`src/rtl/seq_game_pkg.sv`:
```
`default_nettype none
// ============================================================================
// Module      : seq_game_pkg
// Description : Shared types and constants for the colour-sequence game.
//               Holds the display-player state enum, the default LED/ROM word
//               width, the blank LED bit and a small integer max helper.
//               Also used by the input-compare stage.
// Revision    : 1.0 - initial release
// ============================================================================
package seq_game_pkg;

  localparam int P_DATA_DEF = 4;

  // One bit of a blank LED vector; replicate to the vector width at use sites.
  localparam logic LED_BLANK = 1'b0;

  typedef enum logic [2:0] {
    ST_IDLE  = 3'd0,
    ST_CLR   = 3'd1,
    ST_FETCH = 3'd2,
    ST_SHOW  = 3'd3,
    ST_GAP   = 3'd4,
    ST_ADV   = 3'd5,
    ST_CHECK = 3'd6,
    ST_DONE  = 3'd7
  } state_e;

  function automatic int max_int(input int a, input int b);
    return (a > b) ? a : b;
  endfunction

endpackage
`default_nettype wire

```
`src/rtl/seq_display_player_if.sv`:
```
`default_nettype none
// ============================================================================
// Module      : seq_display_player_if
// Description : Bus between the sequence player and the round address
//               counter / sequence ROM.
//   cnt_R    : active-high counter reset pulse        (player -> counter)
//   cnt_E    : 1-cycle counter increment pulse        (player -> counter)
//   cnt_tc   : sticky terminal carry                  (counter -> player)
//   rom_data : ROM word at the counter address        (ROM -> player)
// Modports    : master = player side, slave = counter/ROM side
// Revision    : 1.0 - initial release
// ============================================================================
interface seq_display_player_if #(
  parameter int P_DATA = 4
);
  logic              cnt_R;
  logic              cnt_E;
  logic              cnt_tc;
  logic [P_DATA-1:0] rom_data;

  modport master (output cnt_R, output cnt_E, input cnt_tc, input rom_data);
  modport slave  (input cnt_R, input cnt_E, output cnt_tc, output rom_data);
endinterface
`default_nettype wire

```
`src/rtl/seq_display_player_dwell_timer.sv`:
```
`default_nettype none
// ============================================================================
// Module      : dwell_timer
// Description : Tick-gated up-counter with synchronous clear. term is high
//               on the tick that completes 'limit' counted ticks.
//   clk   in   system clock
//   R     in   synchronous active-low reset
//   clr   in   clear count to 0 (wins over tick)
//   tick  in   count enable
//   limit in   number of ticks to count (>=1), selected at runtime
//   term  out  combinational: this tick is the limit-th
// Revision    : 1.0 - initial release
// ============================================================================
module dwell_timer #(
  parameter int P_W = 2
) (
  input  wire logic           clk,
  input  wire logic           R,
  input  wire logic           clr,
  input  wire logic           tick,
  input  wire logic [P_W-1:0] limit,
  output logic                term
);

  localparam logic [P_W-1:0] ONE = P_W'(1);

  logic [P_W-1:0] cnt_q;
  logic [P_W-1:0] cnt_d;

  assign term = tick && (cnt_q == (limit - ONE));

  always_comb begin
    cnt_d = cnt_q;
    if (clr) begin
      cnt_d = '0;
    end else if (tick) begin
      cnt_d = cnt_q + ONE;
    end
  end

  always_ff @(posedge clk) begin
    if (!R) begin
      cnt_q <= '0;
    end else begin
      cnt_q <= cnt_d;
    end
  end

endmodule
`default_nettype wire

```
`src/rtl/seq_display_player.sv`:
```
`default_nettype none
// ============================================================================
// Module      : seq_display_player
// Description : Plays the FPGA colour sequence for the current round on the
//               LEDs. Clears the round address counter, then for each
//               address shows the ROM word for P_ON_TICKS ticks, blanks for
//               P_OFF_TICKS ticks, increments the counter and stops once the
//               counter terminal carry is seen.
// Ports       :
//   clk      in   system clock
//   R        in   synchronous active-low reset
//   start    in   1-cycle request to play (ignored while busy)
//   tick     in   timebase enable; only SHOW/GAP wait on it
//   abort    in   (SEQ_PLAYER_ABORT_EN only) blank and return to IDLE
//   cnt_bus  if   counter/ROM bus (master side)
//   leds     out  displayed symbol, 0 = blank
//   busy     out  high in every state except IDLE
//   done     out  1-cycle pulse when the sequence has fully played
// Config      : SEQ_PLAYER_ABORT_EN adds the abort input.
// Revision    : 1.0 - initial release
// ============================================================================
module seq_display_player
  import seq_game_pkg::*;
#(
  parameter int P_DATA      = P_DATA_DEF,
  parameter int P_ON_TICKS  = 50,
  parameter int P_OFF_TICKS = 25
) (
  input  wire logic               clk,
  input  wire logic               R,
  input  wire logic               start,
  input  wire logic               tick,
`ifdef SEQ_PLAYER_ABORT_EN
  input  wire logic               abort,
`endif
  seq_display_player_if.master    cnt_bus,
  output logic [P_DATA-1:0]       leds,
  output logic                    busy,
  output logic                    done
);

  localparam int DW = $clog2(max_int(P_ON_TICKS, P_OFF_TICKS) + 1);

  state_e            state_q;
  state_e            state_d;
  logic [P_DATA-1:0] word_q;
  logic [P_DATA-1:0] word_d;

  logic              dwell_clr;
  logic              dwell_term;
  logic [DW-1:0]     dwell_limit;
  logic              blank_now;

`ifdef SEQ_PLAYER_ABORT_EN
  assign blank_now = abort;
`else
  assign blank_now = 1'b0;
`endif

  // The timer holds at 0 outside SHOW/GAP and is cleared on the terminal
  // tick, so it always starts from 0 on entry to SHOW and to GAP.
  assign dwell_clr   = !((state_q == ST_SHOW) || (state_q == ST_GAP)) || dwell_term;
  assign dwell_limit = (state_q == ST_GAP) ? DW'(P_OFF_TICKS) : DW'(P_ON_TICKS);

  dwell_timer #(
    .P_W (DW)
  ) u_dwell (
    .clk   (clk),
    .R     (R),
    .clr   (dwell_clr),
    .tick  (tick),
    .limit (dwell_limit),
    .term  (dwell_term)
  );

  always_comb begin
    state_d = state_q;
    word_d  = word_q;
    unique case (state_q)
      ST_IDLE:  if (start) state_d = ST_CLR;
      ST_CLR:   state_d = ST_FETCH;
      ST_FETCH: begin
        // Address settled at the end of CLR/ADV; the ROM word is valid now.
        word_d  = cnt_bus.rom_data;
        state_d = ST_SHOW;
      end
      ST_SHOW:  if (dwell_term) state_d = ST_GAP;
      ST_GAP:   if (dwell_term) state_d = ST_ADV;
      ST_ADV:   state_d = ST_CHECK;
      ST_CHECK: state_d = cnt_bus.cnt_tc ? ST_DONE : ST_FETCH;
      ST_DONE:  state_d = ST_IDLE;
      default:  state_d = ST_IDLE;
    endcase
    if (blank_now && (state_q != ST_IDLE)) begin
      state_d = ST_IDLE;
    end
  end

  always_ff @(posedge clk) begin
    if (!R) begin
      state_q <= ST_IDLE;
      word_q  <= '0;
    end else begin
      state_q <= state_d;
      word_q  <= word_d;
    end
  end

  // Outputs decode the state register directly so reset forces them low.
  assign cnt_bus.cnt_R = (state_q == ST_CLR);
  assign cnt_bus.cnt_E = (state_q == ST_ADV);
  assign busy          = (state_q != ST_IDLE);
  assign done          = (state_q == ST_DONE);
  assign leds          = ((state_q == ST_SHOW) && !blank_now) ? word_q : {P_DATA{LED_BLANK}};

endmodule
`default_nettype wire

```
`src/flat_wrapper.sv`:
```
// flat-port wrapper written by rule: the top's interface ports become plain ports
module seq_display_player_flat import seq_game_pkg::*;
#(
  parameter int P_DATA      = P_DATA_DEF,
  parameter int P_ON_TICKS  = 50,
  parameter int P_OFF_TICKS = 25
)
  (clk, R, start, tick, leds, busy, done, cnt_bus_cnt_R, cnt_bus_cnt_E, cnt_bus_cnt_tc, cnt_bus_rom_data);
  seq_display_player_if #(.P_DATA(P_DATA)) cnt_bus_i ();
  input  wire logic clk;
  input  wire logic R;
  input  wire logic start;
  input  wire logic tick;
  output logic [P_DATA-1:0] leds;
  output logic busy;
  output logic done;
  output wire logic [$bits(cnt_bus_i.cnt_R)-1:0] cnt_bus_cnt_R;
  output wire logic [$bits(cnt_bus_i.cnt_E)-1:0] cnt_bus_cnt_E;
  input wire logic [$bits(cnt_bus_i.cnt_tc)-1:0] cnt_bus_cnt_tc;
  input wire logic [$bits(cnt_bus_i.rom_data)-1:0] cnt_bus_rom_data;
  assign cnt_bus_cnt_R = cnt_bus_i.cnt_R;
  assign cnt_bus_cnt_E = cnt_bus_i.cnt_E;
  assign cnt_bus_i.cnt_tc = cnt_bus_cnt_tc;
  assign cnt_bus_i.rom_data = cnt_bus_rom_data;
  seq_display_player #(.P_DATA(P_DATA), .P_ON_TICKS(P_ON_TICKS), .P_OFF_TICKS(P_OFF_TICKS)) u_core (.clk(clk), .R(R), .start(start), .tick(tick), .cnt_bus(cnt_bus_i), .leds(leds), .busy(busy), .done(done));
endmodule
```
`config.mk`:
```
export PLATFORM = sky130hd
export DESIGN_NAME = seq_display_player_flat
export DESIGN_NICKNAME = d
export VERILOG_FILES = /design/src/rtl/seq_game_pkg.sv /design/src/rtl/seq_display_player_if.sv /design/src/rtl/seq_display_player_dwell_timer.sv /design/src/rtl/seq_display_player.sv /design/src/flat_wrapper.sv
export SDC_FILE = /design/constraint.sdc
export NUM_CORES = 1
export LEC_CHECK = 0
export CORE_ASPECT_RATIO = 0.7
export CORE_MARGIN = 5
export CORE_UTILIZATION = 25
export CTS_BUF_LIST = sky130_fd_sc_hd__clkbuf_8
export CTS_CLUSTER_SIZE = 24
export DETAILED_ROUTE_END_ITERATION = 8
export PLACE_DENSITY = 0.54
export SYNTH_ARGS = -nofsm -noshare
export SYNTH_HDL_FRONTEND = slang
export SYNTH_HIERARCHICAL = 1
export SYNTH_SLANG_ARGS = --single-unit
```
`constraint.sdc`:
```
create_clock -name clk -period 4.4 [get_ports clk]
set_clock_uncertainty 0.15 [all_clocks]
set_input_delay 0.66 -clock clk [delete_from_list [all_inputs] [get_ports clk]]
set_output_delay 0.66 -clock clk [all_outputs]
set_load 0.03 [all_outputs]
```
==> flow_summary.json, run 1 <==
{
  "min_period_ns": 2.97,
  "reg2reg_depth": 14,
  "grt_first_pass_wirelength_mm": 3.35,
  "finalSetupViolCount": 0,
  "start_kind": "flip-flop",
  "worstPathMaxFanout": 10,
  "cts_root_buffer": "clkbuf_8",
  "min_period_over_period": 0.676,
  "syn_to_final_growth_pct": 29.0,
  "synth_cell_type_count": 37,
  "grtUsageTotal": 0.0889,
  "first_global_vias": 739,
  "cts_sinks": 13,
  "worst_pin_slew_ns": 0.502,
  "layout.area.seq_um2": 260,
  "worst_slack_ns": 1.43,
  "post-place-cells": 172,
  "crit_path_start": "u_core/state_q[1]",
  "clk_pin_slew_ns": 0.05,
  "r2r_end": "u_core/state_q[1]",
  "viasPerCell": 4.29,
  "cts_tree": "yes",
  "cp.arrival_ns": 2.99,
  "drive_above_1_share": 0.0873,
  "synth-seq-cells": 13,
  "cts_setup_buffers": 0,
  "synth_area_um2": 907,
  "power_uw": 426,
  "drtIter0Drc": 21,
  "layout_common_cells": "16 x clkdlybuf4s50_1, 13 x dfxtp_1, 8 x nand2_1",
  "place_area_um2": 1120,
  "slew_viol_final": 0,
  "fillers": 383,
  "clk_latency_ns": 0.24,
  "p_per_area_nw_per_um2": 364,
  "totalWireLength_mm": 1.95,
  "wl_per_cell_um": 11.1,
  "globalplace.congestion": 0.746,
  "final_common_cell": "clkdlybuf4s50_1",
  "hold_slack_ns": 0.352,
  "antenna_found_initial": 0,
  "ios": 17,
  "gr-total-overflow": 0,
  "syn_inst": 104,
  "seq_area_frac_synth": 0.287,
  "die_w_um": 82.0,
  "cts_resized": 0,
  "finalNonFillerCells": 176,
  "regToRegSetupSlack_ns": 1.43,
  "worstHoldPathType": "reg2reg",
  "finalHoldViolCount": 0,
  "final_util": 0.333,
  "status": "completed",
  "crit_required_ns": 4.42,
  "numCtsBuffers": 3,
  "dr.pass1.iters": 4,
  "n_antenna_cell": 0,
  "dp_worst_setup_slack_ns": 1.46,
  "htreeDepth": 1,
  "drc": 0,
  "rsz0062_at_grt": "false",
  "finalInstanceArea_um2": 1170,
  "multi_input_area_um2": 619,
  "syn_avg_cell_area_um2": 8.72,
  "peakVddDrop_mv": 0.214,
  "fp.dieH_um": 60.4,
  "nNetsFinal": 142,
  "initial_core_util": 0.258,
  "critPathKind": "reg2reg",
  "cp-end-kind": "flip-flop",
  "core_area_um2": 3510,
  "cts.path.max_buffers": 2,
  "drv_cap": 0,
  "slew_headroom": 0.665,
  "dpl.hpwl_mm": 1.53,
  "grt_max_degree": 12,
  "r2r_start": "u_core/state_q[1]",
  "leakagePower_nw": 0.455,
  "setup_tns_ns": 0,
  "hold_buffers": 0,
  "num_vias": 755,
  "die_area_um2": 4950,
  "max_freq_mhz": 336,
  "io_buffers": 16,
  "drtAntennaViolNets": 0,
  "crit_path_end": "u_core/state_q[1]",
  "num_rows": 18,
  "yosys_warnings": 6
}
worst min path at each step:
| stage | from | end | slack, ns | cells after the start |
|---|---|---|---|---|
| finish | u_core/state_q[0] | u_core/state_q[0] | 0.35 | 2 |
| global route | u_core/state_q[0] | u_core/state_q[0] | 0.38 | 2 |
| CTS | u_core/state_q[0] | u_core/state_q[0] | 0.36 | 2 |
| detailed placement | u_core/word_q[0] | u_core/word_q[0] | 0.35 | 2 |
| global placement | u_core/state_q[1] | u_core/state_q[1] | 0.33 | 2 |
| floorplan | u_core/state_q[1] | u_core/state_q[1] | 0.32 | 2 |
cell usage after synthesis:
library cell	instances	area share
a311o_1	1	0.011
inv_2	2	0.0083
o311ai_1	1	0.0097
o21ai_1	1	0.0055
nand4_2	1	0.014
a211oi_1	1	0.0083
buf_2	1	0.0055
ha_1	6	0.083
inv_1	4	0.017
a2bb2oi_2	1	0.017
xnor2_1	4	0.039
a211oi_2	1	0.014
buf_4	1	0.0083
xor2_1	6	0.058
conb_1	2	0.0083
nand3b_1	1	0.0083
nand4bb_1	1	0.012
o41ai_1	1	0.0097
nand2_1	8	0.033
and3_1	1	0.0069
buf_6	1	0.012
or2b_1	1	0.0083
nand2_2	1	0.0069
dfxtp_1	13	0.29
mux2i_1	7	0.077
nor2b_1	7	0.048
or3_1	1	0.0069
a21oi_2	1	0.0097
and2_1	6	0.041
nand2b_1	3	0.021
a21oi_1	3	0.017
o2111ai_1	1	0.0097
o21ai_0	2	0.011
nand4_1	2	0.014
nor3_1	2	0.011
nor2_1	7	0.029
nor2b_4	1	0.015
sequential cells by signal (all words and copies together), names as in the netlist:
register and cells:
u_core/u_dwell/cnt_q 6, u_core/word_q 4, u_core/state_q 3
area by class of cell:
type                            count  area share
Clock buffer                        3      0.0353
Clock inverter                      1     0.00321
Inverter                            6      0.0193
Multi-Input combinational cell     87       0.529
Sequential cell                    13       0.222
Tap cell                           50      0.0535
Timing Repair Buffer               16       0.137
cell families (layout without fill, tap and decap cells):
kind of cell,count (synthesis),count (layout),share of synthesized area
buffers and inverters,9,26,0.0510
AND/OR/NAND/NOR,43,43,0.276
flip-flops,13,13,0.287
adder cells (fa/ha/maj),6,6,0.0828
other,2,7,0.00828
XOR/XNOR,10,10,0.0965
multiplexers,7,7,0.0772
AO/OA/AOI/OAI,14,14,0.121
power breakdown:
group | switching [mW] | total [mW] | internal (mW)
Sequential | 0.0107 | 0.143 | 0.132
Clock | 0.0422 | 0.104 | 0.0615
Combinational | 0.0942 | 0.179 | 0.0849
worst max-delay path: stages, from the launching register on:
cell       delay [ns]
dfxtp_1          0.34
inv_1            0.09
ha_1             0.29
nand2_2          0.14
inv_2            0.20
inv_1            0.07
ha_1             0.30
xnor2_1          0.12
a21oi_1          0.14
o2111ai_1        0.17
a211oi_2         0.24
inv_2            0.09
a21oi_2          0.15
a2bb2oi_2        0.21
mux2i_1          0.21
layer usage:
metal	vias to the layer above	routed length [um]	GRT usage
li1	387	-	-
met1	355	1000	0.116
met2	11	858	0.143
met3	2	78	0.0208
met4	0	9	0.0355
met5	-	0	0
(Power assumes the default switching activity.)
==> inputs of run 2 (changes only) <==
Clock period 4.4 ns to 3.1 ns, I/O delays scaled along.
==> flow_summary.json, run 2 (synthesis results as in run 1) <==
{
  "final_common_cell": "clkdlybuf4s50_1",
  "cp_cell_sequence": "inv_1, ha_4, nand2_2, inv_4, inv_1, ha_1, xnor2_1, a21oi_1, o2111ai_1, a211oi_2, inv_2, a21oi_2, a2bb2oi_2, mux2i_1",
  "htreeDepth": 1,
  "drtIter0Drc": 49,
  "dpl.hpwl_mm": 1.50,
  "finalSetupViolCount": 0,
  "numCtsBuffers": 3,
  "first_global_vias": 753,
  "seqPwrFrac": 0.329,
  "slew_viol_final": 0,
  "die_area_um2": 4950,
  "comb_power_share": 0.441,
  "min_period_over_period": 0.917,
  "n_antenna_cell": 0,
  "layout_common_cells": "16 x clkdlybuf4s50_1, 13 x dfxtp_1, 8 x nand2_1",
  "drtAntennaViolNets": 0,
  "gr-total-overflow": 0,
  "min_period_ns": 2.84,
  "antenna_found_initial": 0,
  "globalplace.congestion": 0.793,
  "cts_tree": "yes",
  "grt_first_pass_wirelength_mm": 3.28,
  "syn_to_final_growth_pct": 32.3,
  "reg.largest.list": "u_core/u_dwell/cnt_q (6), u_core/word_q (4), u_core/state_q (3)",
  "viasPerCell": 4.26,
  "dr.pass1.iters": 3,
  "p_int_uw": 406,
  "max_freq_mhz": 352,
  "status": "completed",
  "hold_start": "u_core/state_q[1]",
  "grt_max_degree": 11,
  "largest_reg_flops": 6,
  "setup_tns_ns": 0,
  "clk_latency_ns": 0.23,
  "leakagePower_nw": 0.467,
  "hold_slack_ns": 0.359,
  "r2r_end": "u_core/state_q[0]",
  "final_util": 0.342,
  "drc": 0,
  "reg2reg_depth": 14,
  "worstPathMaxFanout": 10,
  "initial_core_util": 0.258,
  "p_sw_uw": 210,
  "drive_above_1_share": 0.109,
  "pwr-share-clk": 0.230,
  "wl_per_cell_um": 10.4,
  "critical_path.most_common_cell": "inv_1",
  "totalWireLength_mm": 1.85,
  "regMostFlops": "u_core/u_dwell/cnt_q",
  "cts_sinks": 13,
  "fp.dieH_um": 60.4,
  "cp.buffers_inverters": 4,
  "switching_share": 0.340,
  "critPathMaxStageDelay_ns": 0.33,
  "ios": 17,
  "clk_pin_slew_ns": 0.05,
  "grtUsageTotal": 0.0852,
  "cts_root_buffer": "clkbuf_8",
  "core_area_um2": 3510,
  "cts.path.max_buffers": 2,
  "crit_path_start": "u_core/state_q[0]",
  "critPathKind": "reg2reg",
  "cp-end-kind": "flip-flop",
  "regToRegSetupSlack_ns": 0.26,
  "drv_cap": 0,
  "critPathTopFamily": "compound AO/OA/AOI/OAI gates",
  "io_buffers": 16,
  "nNetsFinal": 144,
  "critPathSlowestCell": "dfxtp_1",
  "worst-path-stages": 14,
  "rsz0062_at_grt": "false",
  "num_rows": 18,
  "die_w_um": 82.0,
  "crit_required_ns": 3.11,
  "finalHoldViolCount": 0,
  "p_per_area_nw_per_um2": 513,
  "num_vias": 758,
  "peakVddDrop_mv": 0.298,
  "crit_path_end": "u_core/state_q[0]",
  "r2r_start": "u_core/state_q[0]",
  "cp.arrival_ns": 2.85,
  "start_kind": "flip-flop",
  "worstHoldPathType": "reg2reg"
}
==> run 2: changes by cell type in the layout (fill, tap and decap cells not counted), sizes merged <==
cell | previous run | this run
buf | 0 | 2
==> run 2: layout make-up <==
cell class / count / area (um^2)
clock inverters: 1 / 3.75
inverters: 6 / 25.0
flip-flops and latches: 13 / 260
fillers: 383 / 2310
repair buffers: 18 / 175
well taps: 50 / 62.6
clock buffers: 3 / 41.3
multi-input cells: 87 / 632
==> run 2: per-stage QoR <==
step,total power [mW],instance area [um^2],std cells,worst slack (ns)
2_1_floorplan,0.389,926,109,0.539
4_1_cts,0.607,1180,177,0.157
3_5_place_dp,0.461,1130,173,0.176
3_3_place_gp,0.456,1130,173,0.329
5_1_grt,0.667,1200,178,0.00341
6_report,0.616,1200,178,0.256
==> run 2: timing repair <==
item                                   4_1_cts  5_1_grt
resized for setup                            0        3
hold buffers                                 0        0
endpoints found under the hold margin        0        0
setup buffers                                0        1
setup endpoints to repair                    0        2
==> run 2: how the worst min path moves through the flow <==
stage / end / cells past startpoint
after global routing: u_core/state_q[1] / 2
after floorplan: u_core/state_q[1] / 2
after CTS: u_core/state_q[1] / 2
final: u_core/state_q[1] / 2
after detailed placement: u_core/word_q[0] / 2
after global placement: u_core/state_q[0] / 2
==> run 2: power by group through the flow <==
stage	logic, mW	registers, mW	clock network [mW]
floorplan	0.187	0.202	0
global placement	0.251	0.205	0
detailed placement	0.255	0.206	0
CTS	0.257	0.202	0.148
global route	0.305	0.205	0.157
finish	0.272	0.203	0.142
==> run 2: worst reg2reg max path, delay by kind of cell, from the launching register on <==
| kind | cells | cell delay [ns] |
|---|---|---|
| compound gates | 5 | 0.93 |
| fa+ha+maj | 2 | 0.48 |
| buf+inv | 4 | 0.41 |
| flops | 1 | 0.33 |
| mux | 1 | 0.23 |
| xor+xnor | 1 | 0.12 |
| simple gates | 1 | 0.11 |
==> run 2: per-layer routing <==
metal	vias up	part of all wire	wire, um	track usage
met3	4	0.043	80	0.0208
met2	11	0.44	818	0.125
met4	0	0.015	28	0.0379
met5	-	0	0	0
li1	393	-	-	-
met1	350	0.50	925	0.118
==> inputs of run 3 (changes only) <==
Settings changed: ABC_CLOCK_PERIOD_IN_PS set to 3100, CORE_ASPECT_RATIO 0.7 to unset, CORE_UTILIZATION 25 to 50, PLACE_DENSITY 0.54 to 0.9, SYNTH_HIERARCHICAL 1 to unset.
==> flow_summary.json, run 3 <==
{
  "final_util": 0.681,
  "leakagePower_nw": 0.342,
  "wl_per_cell_um": 12.2,
  "cts_root_buffer": "clkbuf_8",
  "grt_first_pass_wirelength_mm": 2.25,
  "synth_edf_count": 0,
  "synth_cell_type_count": 30,
  "grt_max_degree": 13,
  "n_antenna_cell": 0,
  "start_kind": "flip-flop",
  "finalSetupViolCount": 0,
  "finalHoldViolCount": 0,
  "largest_reg_flops": 6,
  "wl_met3_um": 99,
  "worst_slack_ns": 0.576,
  "cts.path.max_buffers": 2,
  "dp_worst_setup_slack_ns": 0.817,
  "synth_area_leaders": "dfxtp_1 36%, mux2i_1 7.0%, nor3b_4 5.3%",
  "netlist_top_cells_count": "13 x dfxtp_1, 8 x nor2_1, 5 x mux2i_1",
  "status": "completed",
  "cp-end-kind": "primary output",
  "seqPwrFrac": 0.477,
  "grtUsageTotal": 0.143,
  "synthArstFlopShare": 0,
  "yosysTopAreaCellShare": 0.364,
  "pwr-share-clk": 0.374,
  "globalplace.congestion": 0.725,
  "regToRegSetupSlack_ns": 1.38,
  "first_global_vias": 522,
  "layout_common_cells": "16 x clkdlybuf4s50_1, 13 x dfxtp_1, 8 x nor2_1, 5 x mux2i_1",
  "highest_layer": "met4",
  "cts_setup_buffers": 0,
  "nNetsFinal": 102,
  "synth_area_um2": 714,
  "drtIter0Drc": 14,
  "setup_tns_ns": 0,
  "syn_inst": 74,
  "die_area_um2": 2280,
  "drv_cap": 0,
  "slew_viol_final": 0,
  "slew_headroom": 0.755,
  "cts_tree": "yes",
  "drtAntennaViolNets": 0,
  "min_period_ns": 2.52,
  "syn_nets": 84,
  "r2r_end": "u_core.state_q[0]",
  "min_period_over_period": 0.814,
  "worstPathMaxFanout": 12,
  "seq_area_frac_synth": 0.364,
  "power_uw": 387,
  "gr-total-overflow": 0,
  "drc": 0,
  "cp.arrival_ns": 1.91,
  "dpl.hpwl_um": 964,
  "regMostFlops": "u_core.u_dwell.cnt_q",
  "p_sw_uw": 94.4,
  "rsz0062_at_grt": "false",
  "met1_length_um": 570,
  "crit_path_end": "leds[2]",
  "crit_path_start": "u_core.state_q[1]",
  "core_area_um2": 1330,
  "fp.dieH_um": 47.8,
  "routed-wl-met2_um": 610,
  "syn_avg_cell_area_um2": 9.65,
  "p_per_area_nw_per_um2": 426,
  "clk_latency_ns": 0.24,
  "cts_sinks": 13,
  "die_w_um": 47.8,
  "yosys_warnings": 0,
  "ios": 17,
  "fillers": 121,
  "io_buffers": 16,
  "dr.pass1.iters": 4,
  "cts_resized": 0,
  "critPathKind": "reg2out",
  "p_int_uw": 292,
  "totalWireLength_mm": 1.30,
  "numCtsBuffers": 3,
  "syn_to_final_growth_pct": 27.1,
  "htreeDepth": 1,
  "synth-seq-cells": 13,
  "drive_above_1_share": 0.0879,
  "post-place-cells": 102,
  "crit_required_ns": 2.48,
  "comb_power_share": 0.149,
  "yosys.area.top_type": "dfxtp_1",
  "switching_share": 0.244,
  "synthFlopType": "dfxtp_1",
  "hold_buffers": 0,
  "initial_core_util": 0.536,
  "clk_pin_slew_ns": 0.05,
  "num_vias": 563,
  "r2r_start": "u_core.state_q[2]",
  "finalNonFillerCells": 106,
  "final_common_cell": "clkdlybuf4s50_1",
  "reg2reg_depth": 4,
  "peakVddDrop_mv": 0.394,
  "reg.largest.list": "u_core.u_dwell.cnt_q (6), u_core.word_q (4), u_core.state_q (3)",
  "max_freq_mhz": 396,
  "num_rows": 13,
  "worstHoldPathType": "reg2reg",
  "antenna_found_initial": 0,
  "viasPerCell": 5.31,
  "worst_pin_slew_ns": 0.360,
  "synth.most_common_cell": "dfxtp_1"
}
## run 3: per-stage QoR
step                instance area [um^2]  hold slack (ns)
finish                               908            0.355
global route                         908            0.415
CTS                                  908            0.362
detailed placement                   863            0.347
global placement                     863            0.337
floorplan                            714            0.324
## run 3: area by class of cell
| class | count | area [um^2] | area share |
|---|---|---|---|
| flip-flops and latches | 13 | 260 | 0.287 |
| clock inverters | 1 | 3.75 | 0.00413 |
| clock buffers | 3 | 41.3 | 0.0455 |
| multi-input cells | 56 | 417 | 0.459 |
| repair buffers | 16 | 160 | 0.176 |
| inverters | 2 | 7.51 | 0.00826 |
| well taps | 15 | 18.8 | 0.0207 |
## run 3: power groups by stage
stage                     combinational (mW)  clock (mW)  sequential, mW
after global routing                  0.0619       0.159           0.187
after global placement                0.0563           0           0.188
after floorplan                       0.0445           0           0.181
final                                 0.0575       0.145           0.185
after CTS                             0.0580       0.148           0.185
after detailed placement              0.0577           0           0.188
## run 3: how the worst min path moves through the flow
stage	startpoint	end	slack (ns)	cells past startpoint
final	u_core.word_q[2]	u_core.word_q[2]	0.36	2
after floorplan	u_core.word_q[0]	u_core.word_q[0]	0.32	2
after detailed placement	u_core.word_q[2]	u_core.word_q[2]	0.35	2
after global placement	u_core.word_q[2]	u_core.word_q[2]	0.34	2
after global routing	u_core.word_q[3]	u_core.word_q[3]	0.41	2
after CTS	u_core.word_q[2]	u_core.word_q[2]	0.36	2
## run 3: logic make-up after synthesis
group | after synthesis | synth area share
AOI/OAI and AO/OA | 10 | 0.114
xor gates and xnor gates | 5 | 0.0613
adders and majority gates | 1 | 0.0175
buffers and inverters | 5 | 0.0525
DFF | 13 | 0.364
muxes | 6 | 0.0893
and+or+nand+nor | 34 | 0.301
## run 3: routing by layer
metal  track usage  vias to the layer above
met5             0                        -
met3        0.0338                        2
met4        0.0806                        0
li1              -                      292
met1         0.170                      254
met2         0.235                       15
## run 3: critical path, stage by stage, from the launching register on
cell and delay [ns]:
dfxtp_1 0.54, and3b_1 0.32, and2_1 0.15, clkdlybuf4s50_1 0.66
